===== src/rtl/rf_access_sched_pkg.sv =====
// Shared constants and cycle-type enum for the register-file access scheduler.
// Ports: none (package only).
package rf_access_sched_pkg;

   localparam int RF_DEPTH    = 32;
   localparam int RF_ADDR_W   = 5;
   localparam int RF_DATA_W   = 64;
   localparam int RF_RD_PORTS = 4;

   typedef enum logic [1:0] {
      CYC_IDLE  = 2'd0,
      CYC_WRITE = 2'd1,
      CYC_READ  = 2'd2
   } cyc_t;

   // Width able to hold 0..n inclusive.
   function automatic int cnt_w(input int n);
      return (n < 1) ? 1 : $clog2(n + 1);
   endfunction

endpackage


===== src/rtl/rf_access_sched_rr_arbiter4.sv =====
// Four-way round-robin arbiter: first set request at or above ptr (mod 4).
// Ports: req (requests), ptr (search start) -> gnt (one-hot), idx, any.
module rr_arbiter4 (
   input  logic [3:0] req,
   input  logic [1:0] ptr,
   output logic [3:0] gnt,
   output logic [1:0] idx,
   output logic       any
);

   logic [1:0] j;

   // Scan from the farthest offset down so the nearest hit wins.
   always_comb begin
      gnt = '0;
      idx = ptr;
      j   = ptr;
      any = |req;
      for (int k = 3; k >= 0; k--) begin
         j = ptr + 2'(k);
         if (req[j]) begin
            idx = j;
         end
      end
      gnt[idx] = any;
   end

endmodule


===== src/rtl/rf_access_sched.sv =====
// Shares a 2W/4R register file among four requesters: one write per
// cycle on port 1, reads only in write-free cycles, bounded write streak.
// Ports:
//   clk, reset               clock, async active-high reset
//   req_valid/we/addr/wdata  per-requester request bundle
//   req_ready                grant (transfer on valid & ready)
//   rsp_valid/rsp_rdata      read response, one cycle after grant
//   rf_r/rf_rp               register-file read enables / addresses
//   rf_w1/rf_w1p/rf_ip1      write port 1 controls
//   rf_w2/rf_w2p/rf_ip2      write port 2 controls (unused, tied 0)
//   rf_op                    register-file read outputs op1..op4
module rf_access_sched
   import rf_access_sched_pkg::*;
#(
   parameter int NUM_REQ      = RF_RD_PORTS,
   parameter int ADDR_W       = RF_ADDR_W,
   parameter int DATA_W       = RF_DATA_W,
   parameter int WR_BURST_MAX = 4
) (
   input  logic                      clk,
   input  logic                      reset,
   input  logic [NUM_REQ-1:0]        req_valid,
   input  logic [NUM_REQ-1:0]        req_we,
   input  logic [NUM_REQ*ADDR_W-1:0] req_addr,
   input  logic [NUM_REQ*DATA_W-1:0] req_wdata,
   output logic [NUM_REQ-1:0]        req_ready,
   output logic [NUM_REQ-1:0]        rsp_valid,
   output logic [NUM_REQ*DATA_W-1:0] rsp_rdata,
   output logic [3:0]                rf_r,
   output logic [4*ADDR_W-1:0]       rf_rp,
   output logic                      rf_w1,
   output logic                      rf_w2,
   output logic [ADDR_W-1:0]         rf_w1p,
   output logic [ADDR_W-1:0]         rf_w2p,
   output logic [DATA_W-1:0]         rf_ip1,
   output logic [DATA_W-1:0]         rf_ip2,
   input  logic [4*DATA_W-1:0]       rf_op
);

   localparam int SW = cnt_w(WR_BURST_MAX);
   localparam logic [SW-1:0] SMAX = SW'(WR_BURST_MAX);

   logic [NUM_REQ-1:0] wr_req;
   logic [NUM_REQ-1:0] rd_req;
   logic [1:0]         rr_ptr;
   logic [SW-1:0]      wr_streak;
   logic [3:0]         wr_gnt;
   logic [1:0]         wr_win;
   logic               wr_any;
   cyc_t               cyc;

   assign wr_req = req_valid & req_we;
   assign rd_req = req_valid & ~req_we;

   rr_arbiter4 u_arb (
      .req (wr_req),
      .ptr (rr_ptr),
      .gnt (wr_gnt),
      .idx (wr_win),
      .any (wr_any)
   );

   // Writes win unless reads are waiting and the streak is exhausted.
   always_comb begin
      cyc = CYC_IDLE;
      if (reset) begin
         cyc = CYC_IDLE;
      end else if (wr_any &&
                   (rd_req == '0 || wr_streak < SMAX)) begin
         cyc = CYC_WRITE;
      end else if (|rd_req) begin
         cyc = CYC_READ;
      end
   end

   always_comb begin
      req_ready = '0;
      rf_r      = '0;
      rf_rp     = '0;
      rf_w1     = 1'b0;
      rf_w1p    = '0;
      rf_ip1    = '0;
      unique case (cyc)
         CYC_WRITE: begin
            rf_w1     = 1'b1;
            rf_w1p    = req_addr[wr_win*ADDR_W +: ADDR_W];
            rf_ip1    = req_wdata[wr_win*DATA_W +: DATA_W];
            req_ready = wr_gnt;
         end
         CYC_READ: begin
            rf_r      = rd_req;
            req_ready = rd_req;
            for (int i = 0; i < NUM_REQ; i++) begin
               if (rd_req[i]) begin
                  rf_rp[i*ADDR_W +: ADDR_W] =
                     req_addr[i*ADDR_W +: ADDR_W];
               end
            end
         end
         default: begin
         end
      endcase
   end

   assign rf_w2     = 1'b0;
   assign rf_w2p    = '0;
   assign rf_ip2    = '0;
   // The register file registers op at the grant edge, so the
   // pass-through lines up with the registered strobe.
   assign rsp_rdata = rf_op;

   always_ff @(posedge clk or posedge reset) begin
      if (reset) begin
         rr_ptr    <= '0;
         wr_streak <= '0;
         rsp_valid <= '0;
      end else begin
         rsp_valid <= (cyc == CYC_READ) ? rd_req : '0;
         if (cyc == CYC_WRITE) begin
            rr_ptr <= wr_win + 2'd1;
            if (wr_streak != SMAX) begin
               wr_streak <= wr_streak + 1'b1;
            end
         end else begin
            wr_streak <= '0;
         end
      end
   end

endmodule


===== config.mk =====
export PLATFORM = sky130hd
export DESIGN_NAME = rf_access_sched
export DESIGN_NICKNAME = d
export VERILOG_FILES = /design/src/rtl/rf_access_sched_pkg.sv /design/src/rtl/rf_access_sched_rr_arbiter4.sv /design/src/rtl/rf_access_sched.sv
export SDC_FILE = /design/constraint.sdc
export NUM_CORES = 1
export LEC_CHECK = 0
export BUFFER_PORTS_ARGS = -buffer_cell sky130_fd_sc_hd__buf_2
export CAP_MARGIN = 15
export CORE_AREA = 4 4 379 381
export CTS_BUF_LIST = sky130_fd_sc_hd__clkbuf_4
export DETAILED_ROUTE_END_ITERATION = 8
export DIE_AREA = 0 0 383 385
export PLACE_DENSITY = 0.3
export SLEW_MARGIN = 20
export SYNTH_ARGS = -nofsm -noshare
export SYNTH_HDL_FRONTEND = slang
export SYNTH_SLANG_ARGS = --single-unit

===== constraint.sdc =====
create_clock -name clk -period 4.2 [get_ports clk]
set_input_delay 0.42 -clock clk [delete_from_list [all_inputs] [get_ports clk]]
set_output_delay 0.42 -clock clk [all_outputs]
set_load 0.01 [all_outputs]

# After elaboration in Yosys (flattened, before gate mapping)
# Index checks and enable logic that the tools add are counted.
dict set report totals {
  wordCells 61
  output_inout_bits 428
  ff_bits 9
  input_bits 542
}
dict set report op_classes {
  mux 29
  mul 1
  addsub 5
  n_bitwise 4
  reduce_logical 6
  magnitude_cmp 7
  n_eq_ne 4
  shifts 2
}
# operator n
set ops {}
lappend ops {{$shiftx 256x9->64} 1}
lappend ops {{$mux 64} 1}
lappend ops {{$mux 5} 5}
lappend ops {{$mux 20} 1}
lappend ops {{$shiftx 20x6->5} 1}
lappend ops {{$lt 2x3->1 const B} 5}
lappend ops {{$mux 2} 7}
lappend ops {{$and 4x4->4} 3}
lappend ops {{$bmux 1 s2} 4}
lappend ops {{$pmux 4 s2} 1}
lappend ops {{$reduce_or 4->1} 2}
lappend ops {{$mux 1} 6}
lappend ops {{$mux 3} 2}
lappend ops {{$mul 2x3->5 const B} 1}
lappend ops {{$add 2x1->2 const B} 2}
lappend ops {{$add 2x2->2 const B} 2}
lappend ops {{$logic_not 4->1} 1}
lappend ops {{$mux 4} 1}
lappend ops {{$not 4->4} 1}
lappend ops {{$add 3x1->3 const B} 1}
lappend ops {{$lt 3x3->1 const B} 1}
lappend ops {{$ne 3x3->1 const B} 1}
lappend ops {{$demux 1 s2} 1}
lappend ops {{$eq 2x1->1 const B} 1}
lappend ops {{other kinds (5)} 6}

# Logic depth before layout (Yosys ltp)
# Gate-level depths: netlist of run 1.
dict set report depth {
  ltp_word 13
  ltp_mapped 10
  ltp_nobuf 9
}

# By module
# Synthesis of run 1 repeated with hierarchy kept, for this count alone.
dict set report unflattened {
  hier_cells 606
  hier_area_um2 5556.6
}
# module cells_per_inst n_inst area_each_um2 seq_area_each_um2
set by_module_without_submodules {}
lappend by_module_without_submodules {rf_access_sched 571 1 5340.1 225.2}
lappend by_module_without_submodules {rr_arbiter4 35 1 216.5 0.0}

# Worst setup path before layout of run 1
# Ideal clock, no wire load.
dict set report synth_timing {
  path_kind {input-to-output}
  from {input req_valid[2]}
  to {output req_ready[0]}
  required_ns 3.780
  arrival_ns 2.571
  setup_slack_ns 1.209
  stages 8
  path_cell_list {nor2b_1 or4_1 a211o_1 inv_2 ha_1 clkbuf_1 or3b_1 o22ai_1}
}
dict set report synth_between {
  elab_chain_len 13
  word_cells_on_any_way 31
}
# element line_no
set synth_lines {}
lappend synth_lines {{start: declaration} rf_access_sched.sv:22} ;# input logic [NUM_REQ-1:0] req_valid,
lappend synth_lines {{$and 4x4->4} rf_access_sched.sv:52} ;# assign wr_req = req_valid & req_we;
lappend synth_lines {{$bmux 1 s2} rf_access_sched_rr_arbiter4.sv:21} ;# if (req[j]) begin
lappend synth_lines {{$mux 1 (implied by the code)} rf_access_sched_rr_arbiter4.sv:21}
lappend synth_lines {{$mux 2 (4 in a row)} rf_access_sched_rr_arbiter4.sv:21}
lappend synth_lines {{$lt 2x3->1 (implied by the code) / $ge 2x1->1 (equally long branches)} rf_access_sched_rr_arbiter4.sv:25} ;# gnt[idx] = any;
lappend synth_lines {{$logic_and 1x1->1 (implied by the code)} rf_access_sched_rr_arbiter4.sv:25}
lappend synth_lines {{$mux 1 (implied by the code)} rf_access_sched_rr_arbiter4.sv:25}
lappend synth_lines {{$demux 1 s2} --}
lappend synth_lines {{$and 4x4->4 (no line)} --}
lappend synth_lines {{$pmux 4 s2 *} rf_access_sched.sv:83} ;# unique case (cyc)
lappend synth_lines {{end: declaration} rf_access_sched.sv:26} ;# output logic [NUM_REQ-1:0] req_ready,
# Every way passes the cells marked *; elsewhere a longest branch is shown, timed or not. The select of a mux whose other input is x is not followed.

# Final worst setup path of run 1
dict set report layout_timing {
  from {input req_valid[3]}
  to {output rf_ip1[41]}
}
dict set report layout_between {
  elab_chain_len 9
  word_cells_on_any_way 25
}
# element line_no
set layout_lines {}
lappend layout_lines {{$and 4x4->4} rf_access_sched.sv:52}
lappend layout_lines {{$bmux 1 s2} rf_access_sched_rr_arbiter4.sv:21}
lappend layout_lines {{$mux 1 (implied by the code)} rf_access_sched_rr_arbiter4.sv:21}
lappend layout_lines {{$mux 2 (4 in a row)} rf_access_sched_rr_arbiter4.sv:21}
lappend layout_lines {{$shiftx 256x9->64} rf_access_sched.sv:87} ;# rf_ip1 = req_wdata[wr_win*DATA_W +: DATA_W];
lappend layout_lines {{$mux 64 *} rf_access_sched.sv:83}
lappend layout_lines {{end: declaration} rf_access_sched.sv:35} ;# output logic [DATA_W-1:0] rf_ip1,
# Marked as above.

==> impl_metrics.toml, run 1 <==
[sta]
fin_skew_ns = 0.00153
worstMarginPinSlew_ns = 0.810
period_needed_ns = 4.03
timing.final.max_slew_violations = 0
timing.fmax_ghz = 0.248
period_share_pct = 96.0
maxSlewHeadroom_pct = 46.0
tns_ns = 0
rsz0062_at_grt = "no"
whs_ns = 0.193
finalHoldViolations = 0
final-setup-viol-count = 0

[routing]
drt_wl_total_um = 42700
avgRoutedWirePerCell_um = 15.9
drt_iter0_drc = 83
ant_nets = 0
firstDrtPassIters = 4
dr_total_vias = 5129
drc = 0
routed_via_density = 1.91

[floorplanning]
initial_core_util_pct = 3.76
die_area_um2 = 147000
row_count = 138
core_area_um2 = 141000
die_w_um = 383
io_pins = 970
die_y_um = 385

[logic_synthesis]
synth_commonest_cells = "328 x buf_4, 138 x mux2i_1, 63 x o22ai_1, 21 x and3_1, 20 x buf_2"
yosysMostFrequentCell = "buf_4"
synth_top_cell_area_share_pct = 46.6
synth_area_leaders = "buf_4 47%, mux2i_1 26%, o22ai_1 7.5%"
synthesis.area_um2 = 5290
yosys_warnings = 0
avgSynthCellArea_um2 = 7.95
synth-edff-count = 0
synth_flop_cell = "dfrtp_1"
ys_seq_area_share_pct = 4.26
async_reset_ff_share_pct = 100
syn_inst = 665
synth.distinct_cells = 37
synth_seq_cells = 9
yosysTopAreaCell = "buf_4"

[power_and_ir_drop]
share_comb_of_total_power_pct = 89.7
internal_power_mw = 0.842
pwr-share-seq_pct = 6.3
clkPwrFrac_pct = 4.0
total_leakage_power_nw = 3.42
p_per_area_nw_per_um2 = 240
p_switching_mw = 0.987
p_sw_share_pct = 54.0
peakVddDrop_v = 0.000194

[clocking]
ctsRootBufferMaster = "clkbuf_4"
cts_tree = "yes"
cts.clk_slew.worst_paths_ns = 0.06
cts_inserted_buffers = 3
cts.sinks = 9
cts_hold_buffers = 0
postCtsSetupRepairBufs = 0
clk_latency_ns = 0.25
htreeDepth = 1
cts_max_path_buffers = 2
cts_resized = 0

[worst_setup_path]
critPathLaunchType = "primary input"
critical_path.top_delay_family = "compound AO/OA/AOI/OAI gates"
crit_chain = "buf_2, nor2b_1, or4_1, a211o_1, inv_2, ha_1, nand2_4, buf_12, o22ai_1, buf_2"
cp_slowest_stage_delay_ns = 0.67
path_common_cell = "buf_2"
crit_path_end_kind = "output pin"
critPathRequiredTime_ns = 3.78
critPathSlowestCell = "o22ai_1"
crit_type = "in -> out"
critical_path_arrival_ns = 3.61
cp_max_fo = 58
crit_buf_inv = 4

[final_layout]
drive_gt1_share_pct = 55.5
areaGrowthSynthToFinish_pct = 44.1
layout.nets = 1343
fillers = 16820
multi_input_area_um2 = 2720
regArea_um2 = 225

[global_routing]
grt_max_degree = 58
grt_usage_pct = 5.33
grt_pass1_wl_um = 52200
grt_pass1_vias = 5423
grt_overflow = 0
antenna_found_initial = 9

[placed_design]
io_buffers = 387
dp_hpwl_um = 39100
globalplace.congestion = 0.820

[run]
cap_violations = 0

[outcome]
status = "completed"

[worst_hold_path]
hold_class = "in -> async"
cell families (layout without fill, tap and decap cells):
group | count (synthesis) | in the layout | synth area share, %
other | 1 | 74 | 0.0709
buffers and inverters | 366 | 428 | 50.0
AND/OR/NAND/NOR | 53 | 53 | 5.61
AO/OA/AOI/OAI | 92 | 92 | 12.7
multiplexers | 138 | 138 | 26.1
adder cells (fa/ha/maj) | 4 | 4 | 0.946
flip-flops | 9 | 9 | 4.26
XOR/XNOR | 2 | 2 | 0.331
stage by stage:
step,instances,power (mW),area [um^2],utilization [%],setup slack [ns]
after floorplan,734,1.33,5550,-,1.21
after global placement,2682,1.85,7580,5.39,0.159
after detailed placement,2682,1.84,7580,5.39,0.104
after CTS,2686,1.91,7610,5.42,0.0829
after global routing,2689,2.01,7620,5.42,0.0124
final,2690,1.83,7620,5.42,0.169
state kept, by name, summed over array words and instances, names as in the netlist:
register   flops
rr_ptr         2
rsp_valid      4
wr_streak      3
cell type report:
| class | count | area share [%] |
|---|---|---|
| Antenna cell | 4 | 0.131 |
| Clock buffer | 4 | 0.394 |
| Inverter | 8 | 0.394 |
| Multi-Input combinational cell | 359 | 35.7 |
| Sequential cell | 9 | 2.96 |
| Tap cell | 1890 | 31.0 |
| Timing Repair Buffer | 416 | 29.4 |
placed cells by master, fill, tap and decap left out, types with 2 or more instances in the layout:
master / count
buf_2: 384
mux2i_1: 131
conb_1: 70
o22ai_1: 63
buf_4: 26
and3_1: 21
o22ai_2: 10
nand2_1: 9
dfrtp_1: 9
inv_1: 7
mux2i_2: 7
buf_12: 6
nor2_1: 5
nor2b_1: 5
diode_2: 4
and2_1: 4
ha_1: 4
clkbuf_4: 4
a31oi_1: 3
a21oi_1: 3
o21ai_1: 3
xnor2_1: 2
a22o_1: 2
a41oi_1: 2
nand2_4: 2
per-layer routing:
metal  part of all wire [%]  vias to the layer above  GRT usage (%)
met1                     32                     2218           4.87
met2                     44                      682           8.61
met3                     21                       42           5.00
met5                   0.55                        -           1.22
li1                       -                     2181              -
met4                    2.1                        6           1.06
path summary, 6_finish.rpt:
| check | slack [ns] | start | cells past startpoint | end |
|---|---|---|---|---|
| min in group clk | 0.58 | wr_streak[2] | 1 | wr_streak[2] |
| min reg2reg | 0.58 | wr_streak[2] | 1 | wr_streak[2] |
| max in group asynchronous | 3.72 | reset | 2 | rsp_valid[1] |
| min | 0.19 | reset | 2 | wr_streak[0] |
| max | 0.17 | req_valid[3] | 10 | rf_ip1[41] |
| max reg2reg | 2.18 | rr_ptr[1] | 6 | rr_ptr[1] |
worst register-to-register path: stages, from the launching register on:
cell     delay, ns
dfrtp_1       0.48
nor2b_1       0.15
o21ai_1       0.13
a21oi_4       0.21
buf_4         0.60
xnor2_1       0.22
a21oi_1       0.09
power groups by stage:
stage	Sequential, mW	Combinational, mW	Clock (mW)
2_1_floorplan	0.111	1.22	0
3_3_place_gp	0.118	1.73	0
3_5_place_dp	0.117	1.72	0
4_1_cts	0.115	1.72	0.0776
5_1_grt	0.117	1.80	0.0839
6_report	0.115	1.64	0.0732
Note: power is estimated with default switching activity, not from simulation.
==> run 2, diff against run 1 <==
--- a/config.mk
+++ b/config.mk
@@ -5,12 +5,12 @@
 export SDC_FILE = /design/constraint.sdc
 export NUM_CORES = 1
 export LEC_CHECK = 0
-export BUFFER_PORTS_ARGS = -buffer_cell sky130_fd_sc_hd__buf_2
 export CAP_MARGIN = 15
-export CORE_AREA = 4 4 379 381
+export CORE_AREA = 4 4 376 378
 export CTS_BUF_LIST = sky130_fd_sc_hd__clkbuf_4
 export DETAILED_ROUTE_END_ITERATION = 8
-export DIE_AREA = 0 0 383 385
+export DIE_AREA = 0 0 380 382
+export DONT_BUFFER_PORTS = 1
 export PLACE_DENSITY = 0.3
 export SLEW_MARGIN = 20
 export SYNTH_ARGS = -nofsm -noshare
==> run 2 against run 1 <==
Worst hold slack worse by 0.19 ns. Worst setup slack improved by 0.58 ns. Combinational power down 21%. Cell area shrank 28%. Sequential power about the same. The run now ends with hold timing left. Fmax up 17%. Critical path type unchanged.
==> impl_metrics.toml, run 2 (same netlist as run 1, synthesis figures left out) <==
[sta]
final-setup-viol-count = 0
period_share_pct = 82.2
rsz0062_at_grt = "no"
timing.final.max_slew_violations = 0
maxSlewHeadroom_pct = 39.9
period_needed_ns = 3.45
timing.fmax_ghz = 0.290
tns_ns = 0
whs_ns = -0.000240
fin_skew_ns = 0.000190
worstMarginPinSlew_ns = 0.902
finalHoldViolations = 4

[worst_setup_path]
critical_path_arrival_ns = 3.03
ff2ff_setup_slack_ns = 1.98
crit_buf_inv = 2
startpoint = "req_valid[2]"
critPathRequiredTime_ns = 3.78
cp_slowest_stage_delay_ns = 0.55
timing.rr.start = "wr_streak[2]"
crit_chain = "nor2b_1, or4_1, a211o_1, inv_2, ha_1, nand2_4, buf_4, o22ai_1"
critical_path.top_delay_family = "simple AND/OR/NAND/NOR gates"
crit_path_end_kind = "output pin"
critPathSlowestCell = "or4_1"
critPathLaunchType = "primary input"
cp_max_fo = 47
crit_type = "in -> out"

[floorplanning]
initial_core_util_pct = 3.85
row_count = 136
core_area_um2 = 137000
die_area_um2 = 145000
die_y_um = 382
io_pins = 970
die_w_um = 380

[global_routing]
antenna_found_initial = 12
grt_pass1_vias = 3892
grt_overflow = 0
grt_usage_pct = 4.97
grt_max_degree = 75
grt_pass1_wl_um = 46200

[routing]
drt_iter0_drc = 119
routed_via_density = 1.71
drc = 0
drt_wl_total_um = 39800
firstDrtPassIters = 6
ant_nets = 0
avgRoutedWirePerCell_um = 18.0
dr_total_vias = 3769

[power_and_ir_drop]
peakVddDrop_v = 0.000265
p_sw_share_pct = 57.1
p_per_area_nw_per_um2 = 267
clkPwrFrac_pct = 4.5
power_mw = 1.47
share_comb_of_total_power_pct = 87.6
total_leakage_power_nw = 1.73
p_switching_mw = 0.838
pwr-share-seq_pct = 7.9
internal_power_mw = 0.630

[final_layout]
largestRegisters = "rsp_valid x4, wr_streak x3, rr_ptr x2"
drive_gt1_share_pct = 12.4
layout.nets = 950
largest_reg_flops = 4
mostFrequentLayoutCells = "133 x mux2i_1, 70 x conb_1, 60 x o22ai_1"
finish.utilization_pct = 4.00
regArea_um2 = 225
fillers = 16348
final_common_cell = "mux2i_1"
areaGrowthSynthToFinish_pct = 4.05
top_register = "rsp_valid"
multi_input_area_um2 = 2740

[clocking]
cts.clk_slew.worst_paths_ns = 0.06
clk_latency_ns = 0.26
cts_hold_buffers = 0
cts.sinks = 9
postCtsSetupRepairBufs = 0
cts_resized = 0
cts_max_path_buffers = 2
cts_tree = "yes"
ctsRootBufferMaster = "clkbuf_4"
cts_inserted_buffers = 3
htreeDepth = 1

[worst_hold_path]
hold_class = "in -> async"

[placed_design]
dp_hpwl_um = 36200
globalplace.congestion = 0.884
io_buffers = 0

[outcome]
violations = "hold timing"
status = "finished, violations left"

[run]
cap_violations = 0
[run 2: changes by cell type in the layout (fill, tap and decap cells not counted), sizes merged]
cell and change:
clkinv +1, clkbuf -1, diode +8, buf -393
[run 2: final timing paths]
kind / end / cells past startpoint
worst max-delay path: rf_ip1[42] / 8
worst min-delay path: wr_streak[0] / 1
worst max register to register: rr_ptr[0] / 6
worst min register to register: wr_streak[2] / 1
max in group asynchronous: rsp_valid[2] / 1
min in group clk: wr_streak[2] / 1
[run 2: power groups by stage]
stage	Clock [mW]	Sequential, mW	Combinational [mW]
2_1_floorplan	0	0.111	1.22
3_3_place_gp	0	0.119	1.34
3_5_place_dp	0	0.119	1.34
4_1_cts	0.0701	0.117	1.34
5_1_grt	0.0763	0.119	1.40
6_report	0.0658	0.117	1.29
[run 2: per-stage QoR]
stage / cell area, um^2 / cells / setup WS (ns)
4_1_cts: 5470 / 2197 / 0.788
5_1_grt: 5490 / 2205 / 0.679
3_5_place_dp: 5450 / 2193 / 0.806
6_report: 5500 / 2209 / 0.749
2_1_floorplan: 5550 / 734 / 1.21
3_3_place_gp: 5450 / 2193 / 0.802
[run 2: final cells by class]
class	count	share of cell area, %
Antenna cell	12	0.546
Inverter	8	0.546
Clock buffer	3	0.409
Timing Repair Buffer	23	3.82
Sequential cell	9	4.09
Clock inverter	1	0.0910
Multi-Input combinational cell	359	49.7
Tap cell	1794	40.8
[run 2: routing by layer]
| layer | routed length [um] | up-vias | GRT usage, % | share of wire, % |
|---|---|---|---|---|
| met5 | 170 | - | 0.893 | 0.43 |
| met2 | 17500 | 688 | 7.77 | 44 |
| met1 | 10300 | 1619 | 3.66 | 26 |
| li1 | - | 1406 | - | - |
| met4 | 1550 | 4 | 1.85 | 3.9 |
| met3 | 10200 | 52 | 5.93 | 26 |
==> run 3, diff against run 2 <==
==> constraint.sdc (replaced) <==
create_clock -name clk -period 2.8 [get_ports clk]
set_input_delay 0.28 -clock clk [delete_from_list [all_inputs] [get_ports clk]]
set_output_delay 0.28 -clock clk [all_outputs]
set_load 0.01 [all_outputs]
==> run 3 against run 2 <==
The flow now finishes without violations. Total power up 91%. Cell area up 15%. Sequential share of layout area down 0.54 points. Clock power up 61%. Worst setup slack worse by 0.64 ns. Critical path depth up 2. Sequential power up 41%. Clock-buffer cell count up 1. Flip-flop and latch count unchanged.
==> impl_metrics.toml, run 3 (same netlist as run 1, synthesis figures left out) <==
[routing]
drt_wl_total_um = 43300
routed_via_density = 1.78
firstDrtPassIters = 4
wl_met3_um = 10900
top_layer = "met5"
drc = 0
drt_iter0_drc = 108
dr_total_vias = 4047
avgRoutedWirePerCell_um = 19.1
wl_met1_um = 12000
dr_wl_met2_um = 19400
ant_nets = 0

[worst_setup_path]
cp_max_fo = 23
critPathSlowestCell = "or4_1"
crit_type = "in -> out"
cp_slowest_stage_delay_ns = 0.57
path_common_cell = "buf_4"
critPathRequiredTime_ns = 2.52
crit_path_end_kind = "output pin"
critPathLaunchType = "primary input"
crit_chain = "nor2b_1, or4_1, a211o_1, inv_2, ha_4, nand2_4, buf_12, buf_4, o22ai_1, buf_4"
critical_path_arrival_ns = 2.41

[clocking]
ctsRootBufferMaster = "clkbuf_4"
cts_tree = "yes"
htreeDepth = 1
cts_max_path_buffers = 2
clk_latency_ns = 0.25
cts.clk_slew.worst_paths_ns = 0.06
cts_inserted_buffers = 3
cts.sinks = 9

[sta]
finalHoldViolations = 0
tns_ns = 0
final-setup-viol-count = 0
timing.fmax_ghz = 0.371
rsz0062_at_grt = "no"
period_share_pct = 96.2
period_needed_ns = 2.69
fin_skew_ns = 0.000710
whs_ns = 0.463
timing.final.max_slew_violations = 0

[final_layout]
fin_cells = 2275
fin_area_um2 = 6350
fillers = 16295
areaGrowthSynthToFinish_pct = 20.0
largest_reg_flops = 4
drive_gt1_share_pct = 26.6
largestRegisters = "rsp_valid x4, wr_streak x3, rr_ptr x2"
top_register = "rsp_valid"
mostFrequentLayoutCells = "133 x mux2i_1, 72 x buf_4, 70 x conb_1"
layout.nets = 1025
final_common_cell = "mux2i_1"

[power_and_ir_drop]
internal_power_mw = 1.38
power_mw = 2.81
pwr-share-seq_pct = 5.9
p_switching_mw = 1.43
clkPwrFrac_pct = 3.8
p_per_area_nw_per_um2 = 443
share_comb_of_total_power_pct = 90.4
peakVddDrop_v = 0.000279
p_sw_share_pct = 50.8
total_leakage_power_nw = 2.21

[run]
cap_violations = 0

[global_routing]
grt_pass1_wl_um = 50100
antenna_found_initial = 11
grt_pass1_vias = 4303
grt_overflow = 0
grt_usage_pct = 5.38
grt_max_degree = 26

[placed_design]
placed_cells = 2261
io_buffers = 0
dp_hpwl_um = 38400
globalplace.congestion = 0.874
postPlaceCellArea_um2 = 6160

[floorplanning]
die_y_um = 382
die_area_um2 = 145000
die_w_um = 380
io_pins = 970
core_area_um2 = 137000
initial_core_util_pct = 3.85
row_count = 136

[outcome]
status = "completed"

[worst_hold_path]
hold_class = "in -> async"
-- run 3: cell count changes in the layout (fill, tap and decap cells not counted), sizes merged --
cell / previous run / this run
buf: 23 / 95
diode: 12 / 3
clkbuf: 3 / 5
bufbuf: 0 / 1
clkinv: 1 / 0
dlygate4sd3: 0 / 1
-- run 3: metal layers --
metal / global-route usage [%] / vias to the layer above
li1: - / 1550
met1: 4.20 / 1740
met2: 8.64 / 716
met3: 6.34 / 39
met4: 1.16 / 2
met5: 0.265 / -
-- run 3: layout make-up --
class	instances	area [um^2]	area share, %
Antenna cell	3	7.51	0.118
Clock buffer	4	30.0	0.473
Inverter	8	30.0	0.473
Multi-Input combinational cell	359	2760	43.5
Sequential cell	9	225	3.55
Tap cell	1794	2240	35.4
Timing Repair Buffer	98	1050	16.6
-- run 3: timing repair --
item                                    in CTS  in global routing
hold buffers                                 1                  0
gates resized for setup                      4                  3
hold endpoints to repair                     9                  0
gates cloned                                 1                  1
endpoints found under the setup margin      20                 20
setup buffers                                1                  3
pin swaps                                    1                  2
-- run 3: critical path, delay by kind of cell --
kind | cells | cell delay (ns)
adders and majority gates | 1 | 0.17
and+or+nand+nor | 3 | 0.76
buffers and inverters | 4 | 0.62
AOI/OAI and AO/OA | 2 | 0.50
-- run 3: through the flow --
stage / worst slack, ns / utilization [%]
floorplan: 0.0889 / -
global placement: -0.0633 / 4.48
detailed placement: -0.0801 / 4.48
CTS: 0.0158 / 4.55
global route: 0.00432 / 4.62
finish: 0.105 / 4.62
-- run 3: final timing paths --
check                             start           end  slack, ns  cells past startpoint
hold / removal                    reset  wr_streak[2]       0.46                      2
setup / recovery           req_valid[2]    rf_ip1[43]       0.11                     10
setup reg to reg              rr_ptr[1]     rr_ptr[0]       1.03                      7
min in group clk              req_we[1]  rsp_valid[1]       0.51                      4
hold reg to reg            wr_streak[2]  wr_streak[2]       0.57                      1
max in group asynchronous         reset  rsp_valid[0]       2.08                      2
-- run 3: power by group through the flow --
stage / registers, mW / clock network, mW / logic (mW)
final: 0.165 / 0.106 / 2.54
after detailed placement: 0.167 / 0 / 2.40
after floorplan: 0.167 / 0 / 1.82
after global placement: 0.167 / 0 / 2.42
after global routing: 0.168 / 0.120 / 2.75
after CTS: 0.165 / 0.113 / 2.53
